==> src/rtl/flexpad_pkg.sv <==
// Shared flexpad constants, scan FSM state type and the column-to-nibble mapping
// used by both the LED matrix driver and the keypad scanner.
package flexpad_pkg;

  localparam int unsigned NUM_COLS             = 3;
  localparam int unsigned NUM_ROWS             = 4;
  localparam int unsigned COL_BITS             = 2;
  localparam int unsigned PATTERN_BITS         = NUM_COLS * NUM_ROWS;
  localparam int unsigned DEFAULT_DIVIDER      = 8192;
  localparam int unsigned DEFAULT_COUNTER_BITS = 13;

  typedef enum logic {
    StBlank,
    StDrive
  } scan_state_e;

  // col0 owns the top nibble, col2 the bottom one.
  function automatic logic [NUM_ROWS-1:0] col_nibble(input logic [PATTERN_BITS-1:0] bits,
                                                     input logic [COL_BITS-1:0]     col);
    logic [NUM_ROWS-1:0] nib;
    case (col)
      2'd0:    nib = bits[11:8];
      2'd1:    nib = bits[7:4];
      default: nib = bits[3:0];
    endcase
    return nib;
  endfunction

endpackage

==> src/rtl/led_matrix_scan_if.sv <==
// Pattern/brightness source-to-driver bus with a valid/ready handshake on the pattern word.
interface led_matrix_scan_if #(
  parameter int unsigned PWM_BITS = 4
) ();
  import flexpad_pkg::*;

  logic [PATTERN_BITS-1:0] pattern;
  logic                    pattern_valid;
  logic                    pattern_ready;
  logic [PWM_BITS-1:0]     brightness;

  modport master (
    output pattern,
    output pattern_valid,
    output brightness,
    input  pattern_ready
  );

  modport slave (
    input  pattern,
    input  pattern_valid,
    input  brightness,
    output pattern_ready
  );

endinterface

==> src/rtl/scan_timebase.sv <==
// Column-slot timebase: slot counter, column index and a frame-boundary strobe.
module scan_timebase #(
  parameter int unsigned DIVIDER      = 8192,
  parameter int unsigned COUNTER_BITS = 13,
  parameter int unsigned NUM_COLS     = 3,
  localparam int unsigned ColBits     = $clog2(NUM_COLS)
) (
  input  logic                    clk,
  input  logic                    rst,
  output logic [COUNTER_BITS-1:0] o_slot_cnt,
  output logic [ColBits-1:0]      o_col_idx,
  output logic                    o_slot_last,
  output logic                    o_boundary
);

  localparam logic [COUNTER_BITS-1:0] SlotLast = COUNTER_BITS'(DIVIDER - 1);
  localparam logic [ColBits-1:0]      ColLast  = ColBits'(NUM_COLS - 1);

  logic [COUNTER_BITS-1:0] r_slot_cnt;
  logic [ColBits-1:0]      r_col_idx;
  logic                    w_slot_last;

  assign w_slot_last = (r_slot_cnt == SlotLast);

  always_ff @(posedge clk) begin
    if (rst) begin
      r_slot_cnt <= '0;
      r_col_idx  <= '0;
    end else if (w_slot_last) begin
      r_slot_cnt <= '0;
      r_col_idx  <= (r_col_idx == ColLast) ? '0 : r_col_idx + ColBits'(1);
    end else begin
      r_slot_cnt <= r_slot_cnt + COUNTER_BITS'(1);
    end
  end

  assign o_slot_cnt  = r_slot_cnt;
  assign o_col_idx   = r_col_idx;
  assign o_slot_last = w_slot_last;
  assign o_boundary  = (r_col_idx == '0) && (r_slot_cnt == '0);

endmodule

==> src/rtl/led_matrix_scan.sv <==
// Multiplexed 3x4 LED matrix driver: blanked column scan, global PWM and a
// double-buffered pattern that only swaps at frame boundaries.
module led_matrix_scan
  import flexpad_pkg::*;
#(
  parameter int unsigned DIVIDER      = DEFAULT_DIVIDER,
  parameter int unsigned COUNTER_BITS = DEFAULT_COUNTER_BITS,
  parameter int unsigned BLANK_CYCLES = 64,
  parameter int unsigned PWM_BITS     = 4
) (
  input  logic                clk_3p33MHz,
  input  logic                rst,
  led_matrix_scan_if.slave    bus,
  output logic [NUM_COLS-1:0] led_col,
  output logic [NUM_ROWS-1:0] led_row,
  output logic                frame_start
);

  localparam logic [COUNTER_BITS-1:0] BlankLast  = COUNTER_BITS'(BLANK_CYCLES - 1);
  localparam logic [COUNTER_BITS-1:0] DriveFirst = COUNTER_BITS'(BLANK_CYCLES);

  logic [COUNTER_BITS-1:0] w_slot_cnt;
  logic [COL_BITS-1:0]     w_col_idx;
  logic                    w_slot_last;
  logic                    w_boundary;

  scan_timebase #(
    .DIVIDER      (DIVIDER),
    .COUNTER_BITS (COUNTER_BITS),
    .NUM_COLS     (NUM_COLS)
  ) u_timebase (
    .clk         (clk_3p33MHz),
    .rst         (rst),
    .o_slot_cnt  (w_slot_cnt),
    .o_col_idx   (w_col_idx),
    .o_slot_last (w_slot_last),
    .o_boundary  (w_boundary)
  );

  scan_state_e r_state, w_state_d;

  always_ff @(posedge clk_3p33MHz) begin
    if (rst) r_state <= StBlank;
    else     r_state <= w_state_d;
  end

  always_comb begin
    w_state_d = r_state;
    unique case (r_state)
      StBlank: if (w_slot_cnt == BlankLast) w_state_d = StDrive;
      StDrive: if (w_slot_last)             w_state_d = StBlank;
      default: w_state_d = StBlank;
    endcase
  end

  // Double buffer: shadow takes the handshake, active only changes on a boundary.
  logic [PATTERN_BITS-1:0] r_shadow;
  logic [PATTERN_BITS-1:0] r_active;
  logic                    r_shadow_full;
  logic [PWM_BITS-1:0]     r_bright_active;
  logic                    w_accept;

  assign bus.pattern_ready = ~r_shadow_full & ~rst;
  assign w_accept          = bus.pattern_valid & bus.pattern_ready;

  always_ff @(posedge clk_3p33MHz) begin
    if (rst) begin
      r_shadow        <= '0;
      r_active        <= '0;
      r_shadow_full   <= 1'b0;
      r_bright_active <= '0;
    end else begin
      if (w_boundary) begin
        r_bright_active <= bus.brightness;
        if (r_shadow_full) begin
          r_active      <= r_shadow;
          r_shadow_full <= 1'b0;
        end
      end
      if (w_accept) begin
        r_shadow      <= bus.pattern;
        r_shadow_full <= 1'b1;
      end
    end
  end

  logic [PWM_BITS-1:0] r_pwm_cnt;
  logic [PWM_BITS-1:0] w_pwm_eff;
  logic                w_drive;
  logic                w_pwm_on;

  // The first drive cycle sees a cleared count so every slot starts its duty at step 0.
  assign w_drive   = (r_state == StDrive);
  assign w_pwm_eff = (w_drive && (w_slot_cnt == DriveFirst)) ? '0 : r_pwm_cnt;
  assign w_pwm_on  = (w_pwm_eff < r_bright_active);

  always_ff @(posedge clk_3p33MHz) begin
    if (rst)          r_pwm_cnt <= '0;
    else if (w_drive) r_pwm_cnt <= w_pwm_eff + PWM_BITS'(1);
  end

  logic [NUM_COLS-1:0] w_led_col_d;
  logic [NUM_ROWS-1:0] w_led_row_d;

  always_comb begin
    w_led_col_d = '0;
    w_led_row_d = '0;
    if (w_drive) begin
      w_led_col_d = NUM_COLS'(1) << w_col_idx;
      w_led_row_d = col_nibble(r_active, w_col_idx) & {NUM_ROWS{w_pwm_on}};
    end
  end

  always_ff @(posedge clk_3p33MHz) begin
    if (rst) begin
      led_col     <= '0;
      led_row     <= '0;
      frame_start <= 1'b0;
    end else begin
      led_col     <= w_led_col_d;
      led_row     <= w_led_row_d;
      frame_start <= w_boundary;
    end
  end

endmodule

==> src/flat_wrapper.sv <==
// flat-port wrapper written by rule: the top's interface ports become plain ports
module led_matrix_scan_flat import flexpad_pkg::*;
#(
  parameter int unsigned DIVIDER      = DEFAULT_DIVIDER,
  parameter int unsigned COUNTER_BITS = DEFAULT_COUNTER_BITS,
  parameter int unsigned BLANK_CYCLES = 64,
  parameter int unsigned PWM_BITS     = 4
)
  (clk_3p33MHz, rst, led_col, led_row, frame_start, bus_pattern, bus_pattern_valid, bus_brightness, bus_pattern_ready);
  led_matrix_scan_if #(.PWM_BITS(PWM_BITS)) bus_i ();
  input  logic clk_3p33MHz;
  input  logic rst;
  output logic [NUM_COLS-1:0] led_col;
  output logic [NUM_ROWS-1:0] led_row;
  output logic frame_start;
  input wire logic [$bits(bus_i.pattern)-1:0] bus_pattern;
  input wire logic [$bits(bus_i.pattern_valid)-1:0] bus_pattern_valid;
  input wire logic [$bits(bus_i.brightness)-1:0] bus_brightness;
  output wire logic [$bits(bus_i.pattern_ready)-1:0] bus_pattern_ready;
  assign bus_i.pattern = bus_pattern;
  assign bus_i.pattern_valid = bus_pattern_valid;
  assign bus_i.brightness = bus_brightness;
  assign bus_pattern_ready = bus_i.pattern_ready;
  led_matrix_scan #(.DIVIDER(DIVIDER), .COUNTER_BITS(COUNTER_BITS), .BLANK_CYCLES(BLANK_CYCLES), .PWM_BITS(PWM_BITS)) u_core (.clk_3p33MHz(clk_3p33MHz), .rst(rst), .bus(bus_i), .led_col(led_col), .led_row(led_row), .frame_start(frame_start));
endmodule
==> config.mk <==
export PLATFORM = sky130hd
export DESIGN_NAME = led_matrix_scan_flat
export DESIGN_NICKNAME = d
export VERILOG_FILES = /design/src/rtl/flexpad_pkg.sv /design/src/rtl/led_matrix_scan_if.sv /design/src/rtl/scan_timebase.sv /design/src/rtl/led_matrix_scan.sv /design/src/flat_wrapper.sv
export SDC_FILE = /design/constraint.sdc
export NUM_CORES = 1
export LEC_CHECK = 0
export ABC_AREA = 1
export CAP_MARGIN = 20
export CORE_AREA = 5 5 77 79
export DETAILED_ROUTE_END_ITERATION = 16
export DIE_AREA = 0 0 82 84
export PLACE_DENSITY = 0.73
export SYNTH_ARGS = -nofsm -noshare
export SYNTH_HDL_FRONTEND = slang
export SYNTH_SLANG_ARGS = --single-unit
==> constraint.sdc <==
create_clock -name clk_3p33MHz -period 1.5 [get_ports clk_3p33MHz]
set_input_delay 0.225 -clock clk_3p33MHz [delete_from_list [all_inputs] [get_ports clk_3p33MHz]]
set_output_delay 0.225 -clock clk_3p33MHz [all_outputs]
set_load 0.02 [all_outputs]
After elaboration in Yosys (flattened, before gate mapping)
Index checks and enable logic that the tools add are counted.

storage, ports and cells
  bits in registers = 57
  word-level logic and storage cells = 44

operators by class
  add/sub/neg operators = 3
  $lt $le $gt $ge = 1
  equal/unequal tests = 5
  shifts and indexed selects = 1
  mux-type cells = 9
  bitwise logic cells = 6
  reduce and logical (&&, ||, !) cells = 8

operators by type and width
  operator                                                                 number
  13-bit by 1-bit adder with 13-bit output (second input constant)         1
  13-bit equality test (second input constant)                             1
  13-bit by 6-bit equality test with 1-bit output (second input constant)  1
  13-bit by 7-bit equality test with 1-bit output (second input constant)  1
  13-bit zero test                                                         1
  4-bit two-way mux                                                        2
  4-bit one-hot mux with 2 select lines                                    1
  4-bit by 1-bit adder with 4-bit output (second input constant)           1
  4-bit bitwise AND                                                        1
  4-bit < comparator                                                       1
  1-bit two-way mux                                                        4
  2-bit OR reduction                                                       2
  1-bit NOT                                                                3
  1-bit by 2-bit << shifter with 3-bit output (first input constant)       1
  2-bit by 1-bit adder with 2-bit output (second input constant)           1
  1-bit bitwise AND                                                        2
  2-bit by 1-bit equality test with 1-bit output (second input constant)   1
  2-bit equality test (second input constant)                              1
  1-bit logical AND                                                        2
  2-bit zero test                                                          1
  2-bit two-way mux                                                        1
  1-bit one-hot mux with 2 select lines                                    1
  2-bit AND reduction                                                      1
  2-bit nonzero test                                                       1

Logic depth before layout (Yosys ltp)
Gate-level depths: netlist (run 1).

  depth after elaboration = 5
  gate-level depth with buffers = 13
  mapped depth without buffers = 13

Hierarchy
A second synthesis (run 1) with hierarchy kept.

second synthesis, totals
  cell total of the unflattened synthesis = 343
  area, all modules = 2,486.1 um^2

by module, submodules not included
  module           times used  cells an instance  area each (um^2)
  led_matrix_scan  1           227                1,687.9
  scan_timebase    1           116                798.3

Least setup slack after synthesis (run 1)
Ideal clock, no wire load.

  path type = flip-flop to flip-flop
  from = register u_core.u_timebase.r_slot_cnt[0], in the netlist u_core.u_timebase.o_slot_cnt[0]
  to = register u_core.led_row[2]
  library setup time = 0.123 ns
  arrival = 1.479 ns
  data required time = 1.377 ns
  path slack = -0.102 ns
  stages on the path, launching flop included = 14
  buffers on the path = 0
  period minus slack after synthesis = 1.602 ns
  cell sequence = dfxtp_1 inv_1 ha_1 nand2_2 nor2_2 nand3_2 nand2_1 inv_1 ha_1 nand2_1 inv_1 nand2_1 nand2_1 nor2_1

on the way
  word-level cells in the longest chain between the ends = 5

RTL lines
  item                                             RTL line                source
  from (decl)                                      scan_timebase.sv:19     logic [COUNTER_BITS-1:0] r_slot_cnt;
  from (signal assigned)                           scan_timebase.sv:33     r_slot_cnt <= r_slot_cnt + COUNTER_BITS'(1);
  13-bit by 7-bit equality test with 1-bit output  led_matrix_scan.sv:94   assign w_pwm_eff = (w_drive && (w_slot_cnt == DriveFirst)) ? '0 : r_pwm_cnt;
  1-bit logical AND                                led_matrix_scan.sv:94
  4-bit two-way mux                                led_matrix_scan.sv:94
  4-bit < comparator                               led_matrix_scan.sv:95   assign w_pwm_on = (w_pwm_eff < r_bright_active);
  4-bit bitwise AND                                led_matrix_scan.sv:110  w_led_row_d = col_nibble(r_active, w_col_idx) & {NUM_ROWS{w_pwm_on}};
  to (signal assigned)                             led_matrix_scan.sv:121  led_row <= w_led_row_d;
  to (decl)                                        led_matrix_scan.sv:15   output logic [NUM_ROWS-1:0] led_row,

No other way between the ends.
A chain may end at the register's enable or synchronous reset.

Final worst setup path (run 1)
Ends and elaborated chain as after synthesis.

==> report_table.html, run 1 <==
<table>
<tr><th>Metric</th><th>Value</th></tr>
<tr><th colspan="2">Cells and area</th></tr>
<tr><td>Most used cells in the layout excluding fill and tap cells</td><td>54 x sky130_fd_sc_hd__dfxtp_1, 42 x sky130_fd_sc_hd__nand2_1, 39 x sky130_fd_sc_hd__buf_4, 33 x sky130_fd_sc_hd__inv_1, 22 x sky130_fd_sc_hd__nor2_1</td></tr>
<tr><td>Finished Core Util</td><td>67.2%</td></tr>
<tr><td>Post-layout instance area</td><td>between 3000 and 4000 µm²</td></tr>
<tr><td>Layout area overhead</td><td>43.0%</td></tr>
<tr><td>Most common library cell in the layout ignoring fill and taps</td><td>sky130_fd_sc_hd__dfxtp_1</td></tr>
<tr><td>Number of nets at the end of the flow</td><td>404</td></tr>
<tr><td>Share of final-layout standard cells stronger than drive strength 1</td><td>roughly 33%</td></tr>
<tr><td>Ant diodes</td><td>0</td></tr>
<tr><td>Number of standard cells in the layout, taps in and fillers out</td><td>approximately 460</td></tr>
<tr><th colspan="2">Route</th></tr>
<tr><td>Met2 wirelength from detailed routing</td><td>between 2000 and 3000 µm</td></tr>
<tr><td>Initial DRC count</td><td>76</td></tr>
<tr><td>Average via count per standard cell</td><td>about 4.7</td></tr>
<tr><td>Number of nets still failing antenna checks after routing</td><td>0</td></tr>
<tr><td>Number of DRC violations after detailed routing</td><td>0</td></tr>
<tr><td>DR WL met3</td><td>about 230 µm</td></tr>
<tr><td>Total Routed Length</td><td>5250 µm</td></tr>
<tr><td>Average routed wire per standard cell</td><td>around 12 µm</td></tr>
<tr><td>Routed metal-1 wire length</td><td>2300 µm</td></tr>
<tr><td>Iteration count of the initial detailed-routing pass</td><td>4</td></tr>
<tr><td>Number of vias after detailed routing</td><td>2165</td></tr>
<tr><td>Top layer in use</td><td>met4</td></tr>
<tr><th colspan="2">Critical path</th></tr>
<tr><td>Slack of the worst reg-to-reg path</td><td>-0.11 ns</td></tr>
<tr><td>Cells traversed along the worst timing path</td><td>inv_2 &gt; ha_4 &gt; nand2_4 &gt; nor2_4 &gt; nand3_4 &gt; nand2_2 &gt; inv_2 &gt; ha_4 &gt; nand2_2 &gt; nand2_1 &gt; nand2_1 &gt; nand2_2 &gt; nor2_1</td></tr>
<tr><td>Capturing element type of the critical path</td><td>register</td></tr>
<tr><td>Category of the worst setup path launch point</td><td>register</td></tr>
<tr><td>CP max stage delay</td><td>0.33 ns</td></tr>
<tr><td>Library cell contributing the largest single delay on the critical path</td><td>sky130_fd_sc_hd__dfxtp_2</td></tr>
<tr><td>Max Fanout on Critical Path</td><td>5</td></tr>
<tr><td>Type of the worst setup path</td><td>reg2reg</td></tr>
<tr><td>Data arrival, critical path</td><td>1.85 ns</td></tr>
<tr><td>Cell seen most often among critical-path stages</td><td>sky130_fd_sc_hd__nand2_2</td></tr>
<tr><td>Req. time, crit path</td><td>about 1.7 ns</td></tr>
<tr><th colspan="2">Die</th></tr>
<tr><td>Starting density of the core</td><td>47.0%</td></tr>
<tr><td>Standard-cell rows</td><td>27</td></tr>
<tr><td>Standard cell core area</td><td>5270 µm²</td></tr>
<tr><td>Height of the die</td><td>approximately 84 µm</td></tr>
<tr><td>Io pins</td><td>28</td></tr>
<tr><td>Width of the die</td><td>approximately 82 µm</td></tr>
<tr><td>Die footprint</td><td>approximately 7000 µm²</td></tr>
<tr><th colspan="2">STA</th></tr>
<tr><td>Highest clock rate</td><td>620 MHz</td></tr>
<tr><td>Final hold viol count</td><td>0</td></tr>
<tr><td>Setup repair after global routing missed its margin</td><td>true</td></tr>
<tr><td>Post-Route Hold Slack</td><td>0.430 ns</td></tr>
<tr><td>Crit path time final</td><td>1.61 ns</td></tr>
<tr><td>Slew HR</td><td>83.3%</td></tr>
<tr><td>Worst-Margin Slew</td><td>~0.25 ns</td></tr>
<tr><td>Number of max-slew violations in the final report</td><td>0</td></tr>
<tr><td>Final setup violation count</td><td>20</td></tr>
<tr><td>Part of the cycle the worst path needs</td><td>108%</td></tr>
<tr><td>Least setup slack across all paths after layout</td><td>-0.113 ns</td></tr>
<tr><td>Clock Skew</td><td>about 0.0059 ns</td></tr>
<tr><th colspan="2">Global routing</th></tr>
<tr><td>Antenna violations before repair</td><td>0</td></tr>
<tr><td>Number of global-route vias before repair</td><td>2077</td></tr>
<tr><td>Maximum number of pins on one net before global-route repair</td><td>25</td></tr>
<tr><td>Wire length of the first global-routing pass</td><td>about 9000 µm</td></tr>
<tr><td>Remaining Overflow, GRT</td><td>0</td></tr>
<tr><td>GRT Total Usage</td><td>17.0%</td></tr>
<tr><th colspan="2">Clock network</th></tr>
<tr><td>Clock transition at the registers of the reported paths</td><td>0.07 ns</td></tr>
<tr><td>Later-pin clock latency in the skew report</td><td>0.35 ns</td></tr>
<tr><td>Clock tree from TritonCTS</td><td>done</td></tr>
<tr><td>H-tree levels</td><td>3</td></tr>
<tr><td>Maximum clock path buffer count</td><td>2</td></tr>
<tr><td>Sinks on Clock Net</td><td>57</td></tr>
<tr><td>Number of buffers created by CTS</td><td>9</td></tr>
<tr><td>Cell at the root of the clock tree</td><td>sky130_fd_sc_hd__clkbuf_8</td></tr>
<tr><th colspan="2">Power</th></tr>
<tr><td>Worst vdd ir</td><td>around 0.79 mV</td></tr>
<tr><td>Power per Cell Area</td><td>993 nW/µm²</td></tr>
<tr><td>Clock network power share</td><td>40.6%</td></tr>
<tr><td>Leakage power total</td><td>approximately 1.6 nW</td></tr>
<tr><td>Part of the power in registers</td><td>about 46%</td></tr>
<tr><td>Total net switching power</td><td>0.886 mW</td></tr>
<tr><td>Cell Int Power</td><td>2.63 mW</td></tr>
<tr><td>Net Sw Frac</td><td>roughly a quarter</td></tr>
<tr><td>Part of the total power dissipated in combinational logic</td><td>13.2%</td></tr>
<tr><th colspan="2">Status</th></tr>
<tr><td>Failing checks</td><td>setup timing</td></tr>
<tr><td>Result of the run</td><td>finished with violations</td></tr>
<tr><th colspan="2">Yosys</th></tr>
<tr><td>Number of instances in the synthesized netlist</td><td>approximately 310</td></tr>
<tr><td>Synth Net Count</td><td>331</td></tr>
<tr><td>Proportion of synthesized chip area in sequential cells</td><td>46.1%</td></tr>
<tr><td>Synth Warn #</td><td>0</td></tr>
<tr><td>Flip-flop and latch count after synthesis</td><td>57</td></tr>
<tr><td>Number of unique standard cell types used by synthesis</td><td>34</td></tr>
<tr><td>Post-synthesis area per instance</td><td>8.10 µm²</td></tr>
<tr><td>Post-Synthesis Cell Area</td><td>2480 µm²</td></tr>
<tr><th colspan="2">Place</th></tr>
<tr><td>Post-detailed-placement cell area</td><td>3130 µm²</td></tr>
<tr><td>Placed Cells incl. Taps</td><td>432</td></tr>
<tr><td>RePlAce Congestion</td><td>a little over 0.8</td></tr>
<tr><td>Count of input and output buffers</td><td>27</td></tr>
<tr><td>Sum of net half-perimeters after detailed placement</td><td>3690 µm</td></tr>
<tr><th colspan="2">Job</th></tr>
<tr><td>Max-cap violations</td><td>0</td></tr>
<tr><th colspan="2">Hold path</th></tr>
<tr><td>Hold/Removal Path Class</td><td>in2reg</td></tr>
</table>
[synthesized netlist by cell type, drive strengths merged]
cell type / n / area [µm²]
nor3: 5 / 36.3
xor2: 5 / 43.8
buf: 11 / 80.1
a221oi: 1 / 8.76
a21oi: 10 / 50.1
a31oi: 12 / 75.1
nor3b: 2 / 20.0
o21a: 1 / 7.51
nand3: 11 / 77.6
o31ai: 12 / 90.1
o211ai: 1 / 7.51
nor2: 41 / 215
nand4: 3 / 18.8
o21ai: 22 / 110
dfxtp: 57 / 1140
ha: 6 / 75.1
or2: 2 / 12.5
inv: 44 / 165
clkbuf: 2 / 7.51
nor4: 1 / 6.26
nand2: 57 / 229
[power by group through the flow]
stage	registers (mW)	logic, mW	clock network (mW)
floorplan	1.65	0.255	0
global placement	1.66	0.397	0
detailed placement	1.66	0.405	0
CTS	1.62	0.429	1.46
global route	1.63	0.513	1.54
finish	1.63	0.465	1.43
[per-layer routing]
layer / track usage (%) / up-vias
met3: 4.97 / 16
met5: 0 / -
li1: - / 1137
met1: 20.3 / 980
met4: 10.6 / 0
met2: 26.1 / 32
[cell families (layout without fill, tap and decap cells)]
| family | count (synthesis) | in the layout | synth area share [%] |
|---|---|---|---|
| buf+inv | 57 | 135 | 10.2 |
| xor+xnor | 5 | 5 | 1.77 |
| fa+ha+maj | 6 | 6 | 3.03 |
| simple gates | 122 | 122 | 24.8 |
| compound gates | 59 | 59 | 14.1 |
| flops | 57 | 57 | 46.1 |
[final timing paths]
kind	from	cells past startpoint	end
worst max-delay path	u_core.u_timebase.o_slot_cnt[0]	13	u_core.led_row[2]
worst min-delay path	bus_pattern[4]	3	u_core.r_shadow[4]
worst max register to register	u_core.u_timebase.o_slot_cnt[0]	13	u_core.led_row[2]
worst min register to register	u_core.r_shadow[7]	2	u_core.r_active[7]
[repair_timing]
item,4_1_cts,5_1_grt
endpoints found under the setup margin,20,46
gates cloned,0,0
hold buffers,0,0
pin swaps,20,14
setup buffers,4,5
gates resized for setup,23,25
[stage by stage]
stage / setup TNS, ns / power [mW] / setup WS, ns
after floorplan: -0.0952 / 1.91 / -0.0268
after global placement: -0.727 / 2.05 / -0.173
after detailed placement: -1.54 / 2.06 / -0.183
after CTS: -2.47 / 3.51 / -0.151
after global routing: -4.32 / 3.69 / -0.217
final: -1.42 / 3.52 / -0.113
[state kept, by name (all words and copies together), names as in the netlist, 2 cells and up]
signal and flops:
u_core.led_col 3, u_core.led_row 4, u_core.r_active 12, u_core.r_bright_active 4, u_core.r_pwm_cnt 4, u_core.r_shadow 12
u_core.u_timebase.o_col_idx 2, u_core.u_timebase.o_slot_cnt 13
[worst max-delay path, delay by kind of cell, from the launching register on]
family        cells  cell delay, ns
flops             1            0.33
simple gates      9            0.67
buf+inv           2            0.12
fa+ha+maj         2            0.38
[cell type report]
class,count,area [µm²]
fill,436,1730
multi-input combinational,192,1250
sequential,57,1140
timing repair buffer,75,698
inverter,44,165
clock buffer,11,141
tap,72,90.1
clock inverter,5,55.1
Power figures use the tool's default switching activity.
==> run 2, diff against run 1 <==
ABC_AREA = default   (was 1)
SLEW_MARGIN = 0   (was default)
==> run 2 against run 1 <==
The run still ends with setup timing left; via count is 7.7% higher; design area is 8.0% higher; clock power is 5% lower; synthesized cell count is 4.9% lower; clock-buffer cell count is 4 higher; die area stayed put; maximum frequency is 25% lower.
==> report_table.html, run 2 <==
<table>
<tr><th>Metric</th><th>Value</th></tr>
<tr><th colspan="2">Status</th></tr>
<tr><td>Result of the run</td><td>finished with violations (unchanged)</td></tr>
<tr><td>Failing checks</td><td>setup timing (unchanged)</td></tr>
<tr><th colspan="2">Clock network</th></tr>
<tr><td>Maximum clock path buffer count</td><td>2 (unchanged)</td></tr>
<tr><td>Sinks on Clock Net</td><td>57 (unchanged)</td></tr>
<tr><td>Number of buffers inserted by hold repair at cts</td><td>0 (unchanged)</td></tr>
<tr><td>Later-pin clock latency in the skew report</td><td>0.33 ns (was 0.35 ns)</td></tr>
<tr><td>Number of buffers created by CTS</td><td>9 (unchanged)</td></tr>
<tr><td>Clock tree from TritonCTS</td><td>done (unchanged)</td></tr>
<tr><td>H-tree levels</td><td>3 (unchanged)</td></tr>
<tr><td>Clock transition at the registers of the reported paths</td><td>0.06 ns (was 0.07 ns)</td></tr>
<tr><td>Cell at the root of the clock tree</td><td>sky130_fd_sc_hd__clkbuf_8 (unchanged)</td></tr>
<tr><th colspan="2">Die</th></tr>
<tr><td>Standard-cell rows</td><td>27 (unchanged)</td></tr>
<tr><td>Io pins</td><td>28 (unchanged)</td></tr>
<tr><td>Width of the die</td><td>82 µm (unchanged)</td></tr>
<tr><td>Starting density of the core</td><td>46.8% (was 47.0%)</td></tr>
<tr><td>Standard cell core area</td><td>5270 µm² (unchanged)</td></tr>
<tr><td>Die footprint</td><td>6890 µm² (unchanged)</td></tr>
<tr><td>Height of the die</td><td>84 µm (unchanged)</td></tr>
<tr><th colspan="2">Route</th></tr>
<tr><td>Iteration count of the initial detailed-routing pass</td><td>4 (unchanged)</td></tr>
<tr><td>Average routed wire per standard cell</td><td>16.2 µm (was 11.5 µm)</td></tr>
<tr><td>Average via count per standard cell</td><td>5.41 (was 4.75)</td></tr>
<tr><td>Routed metal-1 wire length</td><td>2820 µm (was 2300 µm)</td></tr>
<tr><td>Top layer in use</td><td>met4 (unchanged)</td></tr>
<tr><td>Total Routed Length</td><td>7000 µm (was 5250 µm)</td></tr>
<tr><td>Number of DRC violations after detailed routing</td><td>0 (unchanged)</td></tr>
<tr><td>Number of vias after detailed routing</td><td>2331 (was 2165)</td></tr>
<tr><td>Initial DRC count</td><td>123 (was 76)</td></tr>
<tr><td>Met2 wirelength from detailed routing</td><td>3770 µm (was 2580 µm)</td></tr>
<tr><td>DR WL met3</td><td>260 µm (was 229 µm)</td></tr>
<tr><td>Number of nets still failing antenna checks after routing</td><td>0 (unchanged)</td></tr>
<tr><th colspan="2">Power</th></tr>
<tr><td>Post-route total power</td><td>3.59 mW (was 3.52 mW)</td></tr>
<tr><td>Cell Int Power</td><td>2.63 mW (about the same)</td></tr>
<tr><td>Leakage power total</td><td>1.41 nW (was 1.60 nW)</td></tr>
<tr><td>Part of the power in registers</td><td>45.2% (was 46.2%)</td></tr>
<tr><td>Part of the total power dissipated in combinational logic</td><td>16.8% (was 13.2%)</td></tr>
<tr><td>Net Sw Frac</td><td>26.7% (was 25.2%)</td></tr>
<tr><td>Clock network power share</td><td>38.0% (was 40.6%)</td></tr>
<tr><td>Power per Cell Area</td><td>937 nW/µm² (was 993 nW/µm²)</td></tr>
<tr><td>Worst vdd ir</td><td>0.551 mV (was 0.790 mV)</td></tr>
<tr><td>Total net switching power</td><td>0.956 mW (was 0.886 mW)</td></tr>
<tr><th colspan="2">STA</th></tr>
<tr><td>Slew HR</td><td>51.4% (was 83.3%)</td></tr>
<tr><td>Least setup slack across all paths after layout</td><td>-0.663 ns (was -0.113 ns)</td></tr>
<tr><td>Clock Skew</td><td>0.00740 ns (was 0.00586 ns)</td></tr>
<tr><td>Worst-Margin Slew</td><td>0.728 ns (was 0.249 ns)</td></tr>
<tr><td>Highest clock rate</td><td>462 MHz (was 620 MHz)</td></tr>
<tr><td>Number of max-slew violations in the final report</td><td>0 (unchanged)</td></tr>
<tr><td>Part of the cycle the worst path needs</td><td>144% (was 108%)</td></tr>
<tr><td>Setup repair after global routing missed its margin</td><td>true (unchanged)</td></tr>
<tr><td>Final hold viol count</td><td>0 (unchanged)</td></tr>
<tr><td>Final setup violation count</td><td>22 (was 20)</td></tr>
<tr><td>Crit path time final</td><td>2.16 ns (was 1.61 ns)</td></tr>
<tr><th colspan="2">Cells and area</th></tr>
<tr><td>Most common library cell in the layout ignoring fill and taps</td><td>sky130_fd_sc_hd__dfxtp_1 (unchanged)</td></tr>
<tr><td>Layout area overhead</td><td>54.9% (was 43.0%)</td></tr>
<tr><td>Ant diodes</td><td>0 (unchanged)</td></tr>
<tr><td>Largest register FFs</td><td>13 (unchanged)</td></tr>
<tr><td>Finished Core Util</td><td>72.6% (was 67.2%)</td></tr>
<tr><td>Post-layout instance area</td><td>3820 µm² (was 3540 µm²)</td></tr>
<tr><td>Share of final-layout standard cells stronger than drive strength 1</td><td>41.2% (was 32.8%)</td></tr>
<tr><td>Number of nets at the end of the flow</td><td>379 (was 404)</td></tr>
<tr><td>Most used cells in the layout excluding fill and tap cells</td><td>51 x sky130_fd_sc_hd__dfxtp_1, 29 x sky130_fd_sc_hd__buf_4, 23 x sky130_fd_sc_hd__clkdlybuf4s50_1, 22 x sky130_fd_sc_hd__nor2_1, 19 x sky130_fd_sc_hd__nand2_1 (was 54 x sky130_fd_sc_hd__dfxtp_1, 42 x sky130_fd_sc_hd__nand2_1, 39 x sky130_fd_sc_hd__buf_4, 33 x sky130_fd_sc_hd__inv_1, 22 x sky130_fd_sc_hd__nor2_1)</td></tr>
<tr><td>Number of standard cells in the layout, taps in and fillers out</td><td>431 (was 456)</td></tr>
<tr><td>Filler Cells Inserted</td><td>357 (was 436)</td></tr>
<tr><th colspan="2">Hold path</th></tr>
<tr><td>Hold/Removal Path Class</td><td>in2reg (unchanged)</td></tr>
<tr><td>Number of instances on the worst hold path</td><td>3 (unchanged)</td></tr>
<tr><th colspan="2">Critical path</th></tr>
<tr><td>CP max stage delay</td><td>0.35 ns (was 0.33 ns)</td></tr>
<tr><td>Cells traversed along the worst timing path</td><td>nor4_4 &gt; nand4_2 &gt; or2_4 &gt; and2_4 &gt; ha_4 &gt; a21oi_2 &gt; o21ai_2 &gt; nor4_1 (was inv_2 &gt; ha_4 &gt; nand2_4 &gt; nor2_4 &gt; nand3_4 &gt; nand2_2 &gt; inv_2 &gt; ha_4 &gt; nand2_2 &gt; nand2_1 &gt; nand2_1 &gt; nand2_2 &gt; nor2_1)</td></tr>
<tr><td>Max Fanout on Critical Path</td><td>4 (was 5)</td></tr>
<tr><td>Path depth of the worst reg2reg path</td><td>8 (was 13)</td></tr>
<tr><td>Category of the worst setup path launch point</td><td>register (unchanged)</td></tr>
<tr><td>Capturing element type of the critical path</td><td>register (unchanged)</td></tr>
<tr><td>Data arrival, critical path</td><td>2.39 ns (was 1.85 ns)</td></tr>
<tr><td>Req. time, crit path</td><td>1.73 ns (was 1.74 ns)</td></tr>
<tr><td>Library cell contributing the largest single delay on the critical path</td><td>sky130_fd_sc_hd__dfxtp_4 (was sky130_fd_sc_hd__dfxtp_2)</td></tr>
<tr><td>Type of the worst setup path</td><td>reg2reg (unchanged)</td></tr>
<tr><th colspan="2">Global routing</th></tr>
<tr><td>Remaining Overflow, GRT</td><td>0 (unchanged)</td></tr>
<tr><td>Antenna violations before repair</td><td>0 (unchanged)</td></tr>
<tr><td>Maximum number of pins on one net before global-route repair</td><td>25 (unchanged)</td></tr>
<tr><td>Wire length of the first global-routing pass</td><td>10500 µm (was 9020 µm)</td></tr>
<tr><td>Number of global-route vias before repair</td><td>2264 (was 2077)</td></tr>
<tr><td>GRT Total Usage</td><td>19.8% (was 17.0%)</td></tr>
<tr><th colspan="2">Place</th></tr>
<tr><td>Post-detailed-placement cell area</td><td>3110 µm² (was 3130 µm²)</td></tr>
<tr><td>Placed Cells incl. Taps</td><td>409 (was 432)</td></tr>
<tr><td>Count of input and output buffers</td><td>27 (unchanged)</td></tr>
<tr><td>RePlAce Congestion</td><td>0.828 (was 0.806)</td></tr>
<tr><td>Sum of net half-perimeters after detailed placement</td><td>3980 µm (was 3690 µm)</td></tr>
<tr><td>Pre-CTS worst setup slack</td><td>-0.613 ns (was -0.183 ns)</td></tr>
<tr><th colspan="2">Yosys</th></tr>
<tr><td>Post-synthesis area per instance</td><td>8.48 µm² (was 8.10 µm²)</td></tr>
<tr><td>Area share of the leading cell type in the synthesized netlist</td><td>46.2% (was 46.1%)</td></tr>
<tr><td>Synth Net Count</td><td>316 (was 331)</td></tr>
<tr><td>Leading register cell type out of synthesis</td><td>sky130_fd_sc_hd__dfxtp_1 (unchanged)</td></tr>
<tr><td>Synth Warn #</td><td>0 (unchanged)</td></tr>
<tr><td>Fraction of synthesis flops using an asynchronous set or reset pin</td><td>0% (unchanged)</td></tr>
<tr><td>Flip-flop and latch count after synthesis</td><td>57 (unchanged)</td></tr>
<tr><td>Number of unique standard cell types used by synthesis</td><td>40 (was 34)</td></tr>
<tr><td>Cell taking the most area after synthesis</td><td>sky130_fd_sc_hd__dfxtp_1 (unchanged)</td></tr>
<tr><td>Number of instances in the synthesized netlist</td><td>291 (was 306)</td></tr>
<tr><td>Proportion of synthesized chip area in sequential cells</td><td>46.2% (was 46.1%)</td></tr>
<tr><td>Dominant cell by count in the synthesized netlist</td><td>sky130_fd_sc_hd__dfxtp_1 (unchanged)</td></tr>
<tr><td>Cell types with the largest area share after synthesis</td><td>sky130_fd_sc_hd__dfxtp_1 46%, sky130_fd_sc_hd__o21ai_0 5.3%, sky130_fd_sc_hd__a21oi_1 5.1%, sky130_fd_sc_hd__nand2_1 4.4%, sky130_fd_sc_hd__nand2b_1 3.8% (was sky130_fd_sc_hd__dfxtp_1 46%, sky130_fd_sc_hd__nand2_1 7.7%, sky130_fd_sc_hd__inv_1 5.9%, sky130_fd_sc_hd__nor2_1 4.5%, sky130_fd_sc_hd__o31ai_1 3.6%)</td></tr>
<tr><td>Post-Synthesis Cell Area</td><td>2470 µm² (was 2480 µm²)</td></tr>
<tr><td>Number of flops mapped to enable cells by yosys</td><td>0 (unchanged)</td></tr>
<tr><td>Commonest cells in the synthesized netlist</td><td>57 x sky130_fd_sc_hd__dfxtp_1, 29 x sky130_fd_sc_hd__nand2_1, 26 x sky130_fd_sc_hd__o21ai_0, 25 x sky130_fd_sc_hd__a21oi_1, 25 x sky130_fd_sc_hd__nor2_1 (was 57 x sky130_fd_sc_hd__dfxtp_1, 51 x sky130_fd_sc_hd__nand2_1, 39 x sky130_fd_sc_hd__inv_1, 30 x sky130_fd_sc_hd__nor2_1)</td></tr>
<tr><th colspan="2">Job</th></tr>
<tr><td>Max-cap violations</td><td>0 (unchanged)</td></tr>
</table>
run 2: changes by cell type in the layout (fill, tap and decap cells not counted), sizes merged, moves of 10 or more:
cell    previous run  this run
a21oi             10        25
a31oi             12         2
inv               44        12
nand2             57        29
nand2b             0        15
nor2              41        25
o31ai             12         0
run 2: metrics by stage:
stage                     hold WS [ns]  TNS [ns]
after floorplan                  0.334     -2.90
after global placement           0.441     -2.92
after detailed placement         0.454     -3.81
after CTS                        0.451     -4.19
after global routing             0.461     -6.57
final                            0.451     -5.42
run 2: layout make-up:
type / instances / area (µm²) / share of cell area (%)
clock buffers: 15 / 186 / 4.87
clock inverters: 1 / 7.51 / 0.196
inverters: 12 / 45.0 / 1.18
multi-input cells: 204 / 1660 / 43.5
flip-flops and latches: 57 / 1150 / 30.1
well taps: 72 / 90.1 / 2.36
repair buffers: 70 / 682 / 17.8
run 2: routing by layer:
layer  vias to the layer above  GRT usage [%]
li1                       1121              -
met1                      1151           23.1
met2                        45           34.7
met3                        14           4.21
met4                         0           7.25
met5                         -              0
run 2: worst paths after layout:
check,slack (ns),start,endpoint
setup reg to reg,-0.66,u_core.u_timebase.o_slot_cnt[8],u_core.led_row[2]
hold / removal,0.45,bus_pattern[1],u_core.r_shadow[1]
hold reg to reg,0.46,u_core.r_active[2],u_core.r_active[2]
setup / recovery,-0.66,u_core.u_timebase.o_slot_cnt[8],u_core.led_row[2]
run 2: timing repair:
action / CTS / global route
resized for setup: 49 / 74
buffers inserted: 5 / 2
pin swaps: 35 / 29
cloned: 1 / 1
endpoints found under the setup margin: 29 / 40
run 2: critical path, delay by kind of cell, from the launching register on:
kind                     cells  cell delay [ns]
adder cells (fa/ha/maj)      1             0.22
AO/OA/AOI/OAI                2             0.26
flip-flops                   1             0.35
AND/OR/NAND/NOR              5             1.24
run 2: kinds of logic (layout without fill, tap and decap cells):
kind of cell / count (synthesis) / in the layout / share of synthesized area [%]
AND/OR/NAND/NOR: 124 / 124 / 26.4
buffers and inverters: 30 / 98 / 5.93
adder cells (fa/ha/maj): 6 / 6 / 3.04
AO/OA/AOI/OAI: 59 / 59 / 12.8
multiplexers: 6 / 6 / 2.43
XOR/XNOR: 9 / 9 / 3.19
flip-flops: 57 / 57 / 46.2
run 2: power groups by stage:
stage	Clock (mW)	Sequential (mW)	Combinational [mW]
global placement	0	1.63	0.374
global route	1.46	1.63	0.638
finish	1.36	1.62	0.601
floorplan	0	1.63	0.231
detailed placement	0	1.63	0.383
CTS	1.38	1.61	0.509
==> run 3, diff against run 2 <==
CORE_AREA = 5 5 73 75   (was 5 5 77 79)
DIE_AREA = 0 0 78 80   (was 0 0 82 84)
PLACE_DENSITY = 0.88   (was 0.73)
TNS_END_PERCENT = 30   (was default)
clock period = 2.5 ns   (was 1.5 ns; I/O delays follow)
==> run 3 against run 2 <==
The run now ends clean; via count fell by 11%; sequential share of layout area rose by 8.9 points; combinational power fell by 70%; largest power group unchanged; critical path type unchanged; die area fell by 9.4%; largest cell class unchanged; maximum frequency fell by 9.0%.
==> report_table.html, run 3 (synthesis results as in run 2) <==
<table>
<tr><th>Metric</th><th>Value</th></tr>
<tr><th colspan="2">Clock network</th></tr>
<tr><td>Number of buffers inserted by hold repair at cts</td><td>0 (unchanged)</td></tr>
<tr><td>Sinks on Clock Net</td><td>57 (unchanged)</td></tr>
<tr><td>Number of buffers created by CTS</td><td>9 (unchanged)</td></tr>
<tr><td>Cell at the root of the clock tree</td><td>sky130_fd_sc_hd__clkbuf_8 (unchanged)</td></tr>
<tr><td>Clock transition at the registers of the reported paths</td><td>0.06 ns (about the same)</td></tr>
<tr><td>H-tree levels</td><td>3 (unchanged)</td></tr>
<tr><td>Maximum clock path buffer count</td><td>2 (unchanged)</td></tr>
<tr><td>Clock tree from TritonCTS</td><td>done (unchanged)</td></tr>
<tr><td>Later-pin clock latency in the skew report</td><td>0.34 ns (was 0.33 ns)</td></tr>
<tr><th colspan="2">Critical path</th></tr>
<tr><td>Category of the worst setup path launch point</td><td>register (unchanged)</td></tr>
<tr><td>Data arrival, critical path</td><td>2.62 ns (was 2.39 ns)</td></tr>
<tr><td>Path depth of the worst reg2reg path</td><td>9 (was 8)</td></tr>
<tr><td>Cells traversed along the worst timing path</td><td>nor4_4 &gt; nand4_2 &gt; or2_4 &gt; and2_1 &gt; ha_1 &gt; nand2_1 &gt; nor2_1 &gt; o21a_1 &gt; nor4_1 (was nor4_4 &gt; nand4_2 &gt; or2_4 &gt; and2_4 &gt; ha_4 &gt; a21oi_2 &gt; o21ai_2 &gt; nor4_1)</td></tr>
<tr><td>Capturing element type of the critical path</td><td>register (unchanged)</td></tr>
<tr><td>Req. time, crit path</td><td>2.74 ns (was 1.73 ns)</td></tr>
<tr><td>Max Fanout on Critical Path</td><td>5 (was 4)</td></tr>
<tr><td>CP max stage delay</td><td>0.35 ns (about the same)</td></tr>
<tr><td>Largest delay contributor family on the critical path</td><td>simple AND/OR/NAND/NOR gates (unchanged)</td></tr>
<tr><td>Library cell contributing the largest single delay on the critical path</td><td>sky130_fd_sc_hd__dfxtp_2 (was sky130_fd_sc_hd__dfxtp_4)</td></tr>
<tr><td>Type of the worst setup path</td><td>reg2reg (unchanged)</td></tr>
<tr><td>Buf+Inv Stages, Crit Path</td><td>0 (unchanged)</td></tr>
<tr><td>Cell count along the critical path</td><td>9 (was 8)</td></tr>
<tr><th colspan="2">Power</th></tr>
<tr><td>Worst vdd ir</td><td>0.323 mV (was 0.551 mV)</td></tr>
<tr><td>Cell Int Power</td><td>1.40 mW (was 2.63 mW)</td></tr>
<tr><td>Leakage power total</td><td>1.01 nW (was 1.41 nW)</td></tr>
<tr><td>Power per Cell Area</td><td>638 nW/µm² (was 937 nW/µm²)</td></tr>
<tr><td>Total net switching power</td><td>0.472 mW (was 0.956 mW)</td></tr>
<tr><td>Part of the power in registers</td><td>51.5% (was 45.2%)</td></tr>
<tr><td>Part of the total power dissipated in combinational logic</td><td>9.8% (was 16.8%)</td></tr>
<tr><td>Net Sw Frac</td><td>25.2% (was 26.7%)</td></tr>
<tr><td>Clock network power share</td><td>38.7% (was 38.0%)</td></tr>
<tr><th colspan="2">Global routing</th></tr>
<tr><td>Met3 GRT Util</td><td>6.66% (was 4.21%)</td></tr>
<tr><td>Met2 track utilization from global routing</td><td>28.0% (was 34.7%)</td></tr>
<tr><td>Number of global-route vias before repair</td><td>1991 (was 2264)</td></tr>
<tr><td>Antenna violations before repair</td><td>0 (unchanged)</td></tr>
<tr><td>Layer with the highest usage after global routing</td><td>met2 (unchanged)</td></tr>
<tr><td>Remaining Overflow, GRT</td><td>0 (unchanged)</td></tr>
<tr><td>Routing usage on met1</td><td>21.6% (was 23.1%)</td></tr>
<tr><td>Wire length of the first global-routing pass</td><td>8820 µm (was 10500 µm)</td></tr>
<tr><td>GRT Total Usage</td><td>18.2% (was 19.8%)</td></tr>
<tr><td>Maximum number of pins on one net before global-route repair</td><td>43 (was 25)</td></tr>
<tr><th colspan="2">Cells and area</th></tr>
<tr><td>Filler Cells Inserted</td><td>375 (was 357)</td></tr>
<tr><td>Number of standard cells in the layout, taps in and fillers out</td><td>375 (was 431)</td></tr>
<tr><td>Most common library cell in the layout ignoring fill and taps</td><td>sky130_fd_sc_hd__dfxtp_1 (unchanged)</td></tr>
<tr><td>Largest register FFs</td><td>13 (unchanged)</td></tr>
<tr><td>Share of final-layout standard cells stronger than drive strength 1</td><td>9.97% (was 41.2%)</td></tr>
<tr><td>Most used cells in the layout excluding fill and tap cells</td><td>55 x sky130_fd_sc_hd__dfxtp_1, 29 x sky130_fd_sc_hd__nand2_1, 27 x sky130_fd_sc_hd__clkdlybuf4s50_1 (was 51 x sky130_fd_sc_hd__dfxtp_1, 29 x sky130_fd_sc_hd__buf_4, 23 x sky130_fd_sc_hd__clkdlybuf4s50_1, 22 x sky130_fd_sc_hd__nor2_1, 19 x sky130_fd_sc_hd__nand2_1)</td></tr>
<tr><td>Multi-input combinational cell area</td><td>1200 µm² (was 1660 µm²)</td></tr>
<tr><td>Ant diodes</td><td>0 (unchanged)</td></tr>
<tr><td>Number of nets at the end of the flow</td><td>342 (was 379)</td></tr>
<tr><td>Storage cell area</td><td>1140 µm² (was 1150 µm²)</td></tr>
<tr><td>Layout area overhead</td><td>18.9% (was 54.9%)</td></tr>
<tr><th colspan="2">Route</th></tr>
<tr><td>Average routed wire per standard cell</td><td>14.0 µm (was 16.2 µm)</td></tr>
<tr><td>Iteration count of the initial detailed-routing pass</td><td>4 (unchanged)</td></tr>
<tr><td>Total Routed Length</td><td>5250 µm (was 7000 µm)</td></tr>
<tr><td>Number of nets still failing antenna checks after routing</td><td>0 (unchanged)</td></tr>
<tr><td>Average via count per standard cell</td><td>5.53 (was 5.41)</td></tr>
<tr><td>Number of DRC violations after detailed routing</td><td>0 (unchanged)</td></tr>
<tr><td>Initial DRC count</td><td>179 (was 123)</td></tr>
<tr><td>Number of vias after detailed routing</td><td>2072 (was 2331)</td></tr>
<tr><th colspan="2">STA</th></tr>
<tr><td>Slew HR</td><td>67.0% (was 51.4%)</td></tr>
<tr><td>Clock Skew</td><td>0.00621 ns (was 0.00740 ns)</td></tr>
<tr><td>Worst-Margin Slew</td><td>0.494 ns (was 0.728 ns)</td></tr>
<tr><td>Final setup violation count</td><td>0 (was 22)</td></tr>
<tr><td>Total Neg Setup Slack</td><td>0 ns (was -5.42 ns)</td></tr>
<tr><td>Part of the cycle the worst path needs</td><td>95.1% (was 144%)</td></tr>
<tr><td>Highest clock rate</td><td>421 MHz (was 462 MHz)</td></tr>
<tr><td>Crit path time final</td><td>2.38 ns (was 2.16 ns)</td></tr>
<tr><td>Final hold viol count</td><td>0 (unchanged)</td></tr>
<tr><td>Number of max-slew violations in the final report</td><td>0 (unchanged)</td></tr>
<tr><th colspan="2">Job</th></tr>
<tr><td>Max-cap violations</td><td>0 (unchanged)</td></tr>
<tr><th colspan="2">Die</th></tr>
<tr><td>Io pins</td><td>28 (unchanged)</td></tr>
<tr><td>Starting density of the core</td><td>53.7% (was 46.8%)</td></tr>
<tr><td>Width of the die</td><td>78 µm (was 82 µm)</td></tr>
<tr><td>Standard-cell rows</td><td>25 (was 27)</td></tr>
<tr><td>Height of the die</td><td>80 µm (was 84 µm)</td></tr>
<tr><td>Die footprint</td><td>6240 µm² (was 6890 µm²)</td></tr>
<tr><td>Standard cell core area</td><td>4600 µm² (was 5270 µm²)</td></tr>
<tr><th colspan="2">Hold path</th></tr>
<tr><td>Number of instances on the worst hold path</td><td>2 (was 3)</td></tr>
<tr><td>Hold/Removal Path Class</td><td>reg2reg (was in2reg)</td></tr>
<tr><th colspan="2">Place</th></tr>
<tr><td>RePlAce Congestion</td><td>0.838 (was 0.828)</td></tr>
<tr><td>Count of input and output buffers</td><td>27 (unchanged)</td></tr>
<tr><td>Sum of net half-perimeters after detailed placement</td><td>3570 µm (was 3980 µm)</td></tr>
<tr><td>Placed Cells incl. Taps</td><td>360 (was 409)</td></tr>
<tr><th colspan="2">Status</th></tr>
<tr><td>Result of the run</td><td>finished clean (was finished with violations)</td></tr>
</table>
run 3: layer usage:
metal | routed length (µm) | vias up
met5 | 0 | -
met4 | 138 | 0
met3 | 328 | 13
met2 | 2510 | 61
met1 | 2280 | 952
li1 | - | 1046
run 3: layout make-up:
type	instances	share of cell area, %
multi-input cells	204	40.9
flip-flops and latches	57	39.0
repair buffers	33	10.7
clock buffers	12	4.95
well taps	54	2.30
inverters	12	1.54
clock inverters	3	0.597
run 3: worst paths after layout:
path / start / endpoint / slack, ns
worst min register to register: u_core.r_bright_active[0] / u_core.r_bright_active[0] / 0.45
worst min-delay path: u_core.r_bright_active[0] / u_core.r_bright_active[0] / 0.45
worst max-delay path: u_core.u_timebase.o_slot_cnt[8] / u_core.led_row[2] / 0.12
worst max register to register: u_core.u_timebase.o_slot_cnt[8] / u_core.led_row[2] / 0.12
run 3: metrics by stage:
stage	total power [mW]	setup WS, ns	util (%)	instance area, µm²	hold WS (ns)
after floorplan	1.10	0.265	-	2470	0.430
after global placement	1.15	0.234	59.8	2750	0.440
after detailed placement	1.16	0.0831	59.8	2750	0.448
after CTS	1.88	0.0617	63.3	2910	0.454
after global routing	1.96	-0.00182	63.8	2930	0.487
final	1.87	0.122	63.8	2930	0.453
run 3: worst reg2reg max path: stages (launching register included):
cell	delay (ns)
sky130_fd_sc_hd__dfxtp_2	0.35
sky130_fd_sc_hd__nor4_4	0.35
sky130_fd_sc_hd__nand4_2	0.15
sky130_fd_sc_hd__or2_4	0.27
sky130_fd_sc_hd__and2_1	0.18
sky130_fd_sc_hd__ha_1	0.32
sky130_fd_sc_hd__nand2_1	0.12
sky130_fd_sc_hd__nor2_1	0.07
sky130_fd_sc_hd__o21a_1	0.15
sky130_fd_sc_hd__nor4_1	0.32
run 3: power by group through the flow:
stage / Clock, mW / Combinational [mW] / Sequential [mW]
global route: 0.784 / 0.208 / 0.967
global placement: 0 / 0.173 / 0.982
finish: 0.724 / 0.183 / 0.964
floorplan: 0 / 0.122 / 0.980
CTS: 0.738 / 0.180 / 0.964
detailed placement: 0 / 0.179 / 0.983
run 3: repair_timing:
item	4_1_cts	5_1_grt
buffers inserted	0	0
endpoints found under the setup margin	0	4
gates resized for setup	0	7
